===== config.mk =====
export PLATFORM = sky130hd
export DESIGN_NAME = lfsr_noise_sampler
export DESIGN_NICKNAME = d
export VERILOG_FILES = /design/src/rtl/lfsr_noise_sampler.sv
export SDC_FILE = /design/constraint.sdc
export NUM_CORES = 1
export LEC_CHECK = 0
export BUFFER_PORTS_ARGS = -buffer_cell sky130_fd_sc_hd__buf_2
export CAP_MARGIN = 20
export CORE_MARGIN = 2
export CORE_UTILIZATION = 40
export CTS_CLUSTER_DIAMETER = 100
export DETAILED_ROUTE_END_ITERATION = 8
export HOLD_SLACK_MARGIN = 0.15
export PLACE_DENSITY_LB_ADDON = 0.3
export SLEW_MARGIN = 15
export SYNTH_ARGS = -nofsm -noshare
export SYNTH_HDL_FRONTEND = slang
export SYNTH_SLANG_ARGS = --single-unit

===== constraint.sdc =====
create_clock -name clk -period 8.2 [get_ports clk]
set_input_delay 1.64 -clock clk [delete_from_list [all_inputs] [get_ports clk]]
set_output_delay 1.64 -clock clk [all_outputs]
set_load 0.05 [all_outputs]

===== src/rtl/lfsr_noise_sampler.sv =====
`default_nettype none
// ============================================================================
// Module   : lfsr_noise_sampler
// Purpose  : Packs LFSR bytes into 16-bit signed uniform or triangular noise
//            samples, applies an attenuation shift, and queues them in a FWFT FIFO.
// Revision : 1.0 - initial release
// ============================================================================
module lfsr_noise_sampler #(
  parameter int FIFO_DEPTH = 4
) (
  input  logic                          clk,
  input  logic                          rst,
  input  logic                          en,
  input  logic [7:0]                    lfsr_in,
  input  logic                          mode,
  input  logic [3:0]                    atten,
  output logic [15:0]                   out_data,
  output logic                          out_valid,
  input  logic                          out_ready,
  output logic                          busy,
  output logic [$clog2(FIFO_DEPTH):0]   fill
);

  localparam int                   c_PTR_W  = $clog2(FIFO_DEPTH);
  localparam int                   c_FILL_W = c_PTR_W + 1;
  localparam logic [c_FILL_W-1:0]  c_FULL   = c_FILL_W'(FIFO_DEPTH);

  typedef enum logic [1:0] {
    S_IDLE    = 2'd0,
    S_COLLECT = 2'd1,
    S_COMPUTE = 2'd2
  } state_t;

  state_t                state_q, state_d;
  logic [1:0]            cnt_q, cnt_d;
  logic                  mode_q, mode_d;
  logic [3:0]            atten_q, atten_d;
  logic [7:0]            byte_q [4];
  logic                  w_capture;
  logic                  w_push;
  logic                  w_pop;
  logic [1:0]            w_last;

  logic [15:0]           mem_q [FIFO_DEPTH];
  logic [c_PTR_W-1:0]    wr_ptr_q, rd_ptr_q;
  logic [c_FILL_W-1:0]   fill_q, fill_d;

  logic signed [15:0]    w_u0, w_u1, w_tri, w_sel, w_sample;

  // Triangular needs two 16-bit words, uniform only one.
  assign w_last = mode_q ? 2'd3 : 2'd1;

  always_comb begin
    state_d   = state_q;
    cnt_d     = cnt_q;
    mode_d    = mode_q;
    atten_d   = atten_q;
    w_capture = 1'b0;
    w_push    = 1'b0;
    case (state_q)
      S_IDLE: begin
        if (en && (fill_q < c_FULL)) begin
          state_d = S_COLLECT;
          cnt_d   = 2'd0;
          mode_d  = mode;
          atten_d = atten;
        end
      end
      S_COLLECT: begin
        w_capture = 1'b1;
        if (cnt_q == w_last) begin
          state_d = S_COMPUTE;
          cnt_d   = 2'd0;
        end else begin
          cnt_d = cnt_q + 2'd1;
        end
      end
      S_COMPUTE: begin
        w_push  = 1'b1;
        state_d = S_IDLE;
      end
      default: begin
        state_d = S_IDLE;
        cnt_d   = 2'd0;
      end
    endcase
  end

  always_ff @(posedge clk) begin
    if (rst) begin
      state_q <= S_IDLE;
      cnt_q   <= 2'd0;
      mode_q  <= 1'b0;
      atten_q <= 4'd0;
    end else begin
      state_q <= state_d;
      cnt_q   <= cnt_d;
      mode_q  <= mode_d;
      atten_q <= atten_d;
    end
  end

  always_ff @(posedge clk) begin
    if (rst) begin
      for (int i = 0; i < 4; i++) begin
        byte_q[i] <= 8'h00;
      end
    end else if (w_capture) begin
      byte_q[cnt_q] <= lfsr_in;
    end
  end

  // Halving each word before the add keeps the triangular sum inside 16 bits.
  assign w_u0     = $signed({byte_q[0], byte_q[1]});
  assign w_u1     = $signed({byte_q[2], byte_q[3]});
  assign w_tri    = (w_u0 >>> 1) + (w_u1 >>> 1);
  assign w_sel    = mode_q ? w_tri : w_u0;
  assign w_sample = w_sel >>> atten_q;

  // A collection only starts with room available, so a push never sees a full FIFO.
  assign w_pop     = out_valid && out_ready;
  assign out_valid = (fill_q != '0);
  assign out_data  = mem_q[rd_ptr_q];
  assign fill      = fill_q;
  assign busy      = (state_q != S_IDLE);

  always_comb begin
    fill_d = fill_q;
    case ({w_push, w_pop})
      2'b10:   fill_d = fill_q + c_FILL_W'(1);
      2'b01:   fill_d = fill_q - c_FILL_W'(1);
      default: fill_d = fill_q;
    endcase
  end

  always_ff @(posedge clk) begin
    if (rst) begin
      wr_ptr_q <= '0;
      rd_ptr_q <= '0;
      fill_q   <= '0;
      for (int i = 0; i < FIFO_DEPTH; i++) begin
        mem_q[i] <= 16'h0000;
      end
    end else begin
      fill_q <= fill_d;
      if (w_push) begin
        mem_q[wr_ptr_q] <= w_sample;
        wr_ptr_q        <= wr_ptr_q + c_PTR_W'(1);
      end
      if (w_pop) begin
        rd_ptr_q <= rd_ptr_q + c_PTR_W'(1);
      end
    end
  end

endmodule
`default_nettype wire


==> run_results.csv <==
group,metric,value,unit
status,status,"finished clean",
worst_setup_path,r2r-end,"mem_q[0][0]",
yosys,syn_avg_cell_area,10.3,um2
power_and_ir_drop,power_leakage,2.82,nW
layout,post-route-util,46.0,%
flow_run,cap_viol_max_count,0,
yosys,syn_inst,652,
placement,place.gp.congestion,0.865,
detailed_routing,dr.max_layer_used,"met4",
global_routing,grt_pass1_vias,5153,
yosys,yosysWarningCount,0,
detailed_routing,wl_met3,871,um
worst_setup_path,arrival,4.05,ns
yosys,async_flop_share,0,%
cts,clock_latency,0.43,ns
yosys,ys_types,67,
cts,cts_resized,0,
cts,hold_buffers,0,
cts,cts_sinks,113,
detailed_routing,dr.pass1.iters,5,
global_routing,grt_max_degree,39,
worst_setup_path,crit_type,"register to register",
worst_hold_path,hp-class,"register to register",
placement,placed_cell_area,7050,um2
layout,drive_above_1_share,16.3,%
layout,nets,701,
timing,hold_viol_final,0,
cts,clockBufferDepth,2,
cts,cts_tree,"done",
detailed_routing,viasPerCell,5.87,
yosys,ys_seq_elements,113,
detailed_routing,vias,5273,
yosys,seq_area_frac_synth,47.6,%
global_routing,grt_remaining_overflow,0,
timing,relSlewSlack,38.9,%
global_routing,antenna_found_initial,0,
timing,finalClockSkew,0.00929,ns
detailed_routing,routedWlPerCell,18.8,um
timing,max_freq,0.262,GHz
timing,slew_viol_final,0,
worst_hold_path,holdCritStartpoint,"fill[2]",
detailed_routing,wl_met2,8190,um
detailed_routing,drt_iter0_drc,514,
floorplan,core,16500,um2
global_routing,track_usage,19.7,%
layout,area_delta_synth_final,12.7,%
yosys,synthesis.nets,687,
timing,finalCritPeriodShare,46.5,%
worst_setup_path,r2r_start,"byte_q[1][1]",
timing,rsz0062_at_grt,"no",
floorplan,floorplan.initialDensity,40.8,%
power_and_ir_drop,power_density,212,nW/um2
placement,dp_hpwl,12000,um
yosys,synth.cell_area,6750,um2
cts,clock-root-buffer,"clkbuf_16",
floorplan,die-area,17900,um2
worst_hold_path,whs_path_depth,2,
timing,tns,0,ns
worst_setup_path,r2r_cells,11,
worst_setup_path,r2r_slack,4.39,ns
layout,num_antenna_cells,0,
detailed_routing,routed_wl,16900,um
layout,design_area,7600,um2
detailed_routing,final_antenna_net_count,0,
placement,placedCellCount,867,
cts,clk_pin_slew,0.05,ns
cts,htreeDepth,4,
worst_setup_path,end_kind,"register",
layout,fin_cells,899,
floorplan,rows,47,
yosys,synth_ff_type,"edfxtp_1",
placement,io_buffers,37,
floorplan,io_pins,38,
power_and_ir_drop,peakVddDrop,0.000166,V
worst_hold_path,hold_end,"fill[2]",
cts,cts_buffers,17,
worst_setup_path,crit_required,8.44,ns
worst_setup_path,crit_fanout,9,
global_routing,grt_pass1_wl,27500,um
timing,tightest_slew,0.911,ns
yosys,synth-edff-count,95,
power_and_ir_drop,totalPowerFinal,1.61,mW
floorplan,die_h,134,um
timing,fin_crit,3.81,ns
timing,setup_viol,0,
worst_setup_path,critPathLaunchType,"register",
detailed_routing,drc,0,
cts,post_cts_buffers,0,
floorplan,die_width,134,um
detailed_routing,wirelength_met1,7450,um
## registers in the layout (all words and copies together) (netlist names), named ones only
signal,count
fill,3
rd_ptr_q,2
atten_q,4
state_q,2
cnt_q,2
wr_ptr_q,2
mem_q,64
byte_q,31
mode_q,1
## cell usage after synthesis, types with 4 or more instances
| master | instances | area [um2] |
|---|---|---|
| edfxtp_1 | 95 | 2850 |
| nor2_1 | 79 | 297 |
| a21oi_1 | 53 | 265 |
| nand2_1 | 43 | 161 |
| clkbuf_1 | 40 | 150 |
| and2_1 | 35 | 219 |
| o21ai_0 | 23 | 115 |
| mux4_2 | 19 | 428 |
| nor3_1 | 19 | 95.1 |
| dfxtp_1 | 18 | 360 |
| ha_1 | 16 | 200 |
| inv_1 | 16 | 60.1 |
| a211oi_1 | 15 | 113 |
| nand2b_1 | 13 | 81.3 |
| mux2i_1 | 12 | 120 |
| o211ai_1 | 11 | 82.6 |
| or2_2 | 10 | 62.6 |
| o221ai_1 | 9 | 78.8 |
| and3_1 | 8 | 50.1 |
| nand3_1 | 8 | 40.0 |
| o21a_1 | 8 | 60.1 |
| a21o_1 | 7 | 52.6 |
| a31oi_1 | 7 | 43.8 |
| xor2_1 | 6 | 52.6 |
| a221oi_1 | 5 | 43.8 |
| a32oi_1 | 4 | 35.0 |
| nor4_1 | 4 | 25.0 |
| xnor2_1 | 4 | 35.0 |
## report_power, final
| part | internal, mW | total [mW] | switching, mW |
|---|---|---|---|
| Clock | 0.413 | 0.681 | 0.268 |
| Sequential | 0.646 | 0.665 | 0.0183 |
| Combinational | 0.0853 | 0.264 | 0.178 |
## per-stage QoR
step                setup WS, ns  hold slack (ns)
detailed placement          4.23            0.513
global route                4.07            0.568
floorplan                   4.61            0.485
global placement            4.39            0.498
CTS                         4.13            0.525
finish                      4.39            0.519
## final cells by class
class | count | area, um2
timing repair buffer | 40 | 208
sequential | 113 | 3210
tap | 220 | 275
multi-input combinational | 478 | 3300
fill | 1544 | 8920
clock buffer | 18 | 429
inverter | 16 | 60.1
clock inverter | 14 | 115
## logic make-up after synthesis
group	Yosys count	synth area share [%]
AND/OR/NAND/NOR	234	16.9
AO/OA/AOI/OAI	182	18.5
multiplexers	34	8.62
flip-flops	113	47.6
XOR/XNOR	10	1.30
buffers and inverters	61	3.52
adder cells (fa/ha/maj)	18	3.56
## layer usage
metal	track usage (%)	vias to the layer above
met4	7.57	0
met3	4.61	37
met1	26.0	2559
met2	31.5	173
li1	-	2504
met5	0	-
## placed cells by master (no fill, tap or decap), types with 4 or more instances in the layout
| master | synthesis | layout |
|---|---|---|
| or2_2 | 10 | 10 |
| o21a_1 | 8 | 8 |
| xnor2_1 | 4 | 4 |
| a211oi_1 | 15 | 15 |
| mux4_2 | 19 | 19 |
| and2_1 | 35 | 35 |
| nand3_1 | 8 | 8 |
| dfxtp_1 | 18 | 17 |
| clkbuf_16 | 0 | 17 |
| o21ai_0 | 23 | 23 |
| buf_2 | 1 | 37 |
| nor3_1 | 19 | 19 |
| ha_1 | 16 | 16 |
| a31oi_1 | 7 | 7 |
| clkinvlp_4 | 0 | 4 |
| mux2i_1 | 12 | 12 |
| nor2_1 | 79 | 79 |
| a21o_1 | 7 | 7 |
| a21oi_1 | 53 | 53 |
| o211ai_1 | 11 | 11 |
| xor2_1 | 6 | 6 |
| o221ai_1 | 9 | 9 |
| a32oi_1 | 4 | 4 |
| edfxtp_1 | 95 | 95 |
| inv_1 | 16 | 16 |
| clkinv_2 | 0 | 5 |
| nand2b_1 | 13 | 13 |
| nand2_1 | 43 | 43 |
| a221oi_1 | 5 | 5 |
| and3_1 | 8 | 8 |
## critical path, cell delays in order (launching register included)
cell and delay (ns):
edfxtp_1 0.43, ha_1 0.24, inv_1 0.07, fa_1 0.25, nor2b_4 0.07, o31a_4 0.31, o21a_1 0.30, o2111a_1 0.28
a221o_1 0.34, or3b_1 0.42, mux4_2 0.60, a211oi_1 0.30
## how the worst max path moves through the flow
stage	start	endpoint	slack (ns)	depth (start not counted)
5_1_grt	byte_q[1][4]	mem_q[0][6]	4.07	9
3_3_place_gp	rst	mem_q[0][13]	4.39	4
3_5_place_dp	rst	mem_q[0][14]	4.23	4
2_1_floorplan	register	out_data[10]	4.61	3
4_1_cts	register	out_data[2]	4.13	2
6_report	byte_q[1][1]	mem_q[0][0]	4.39	11
(Power assumes the default switching activity.)
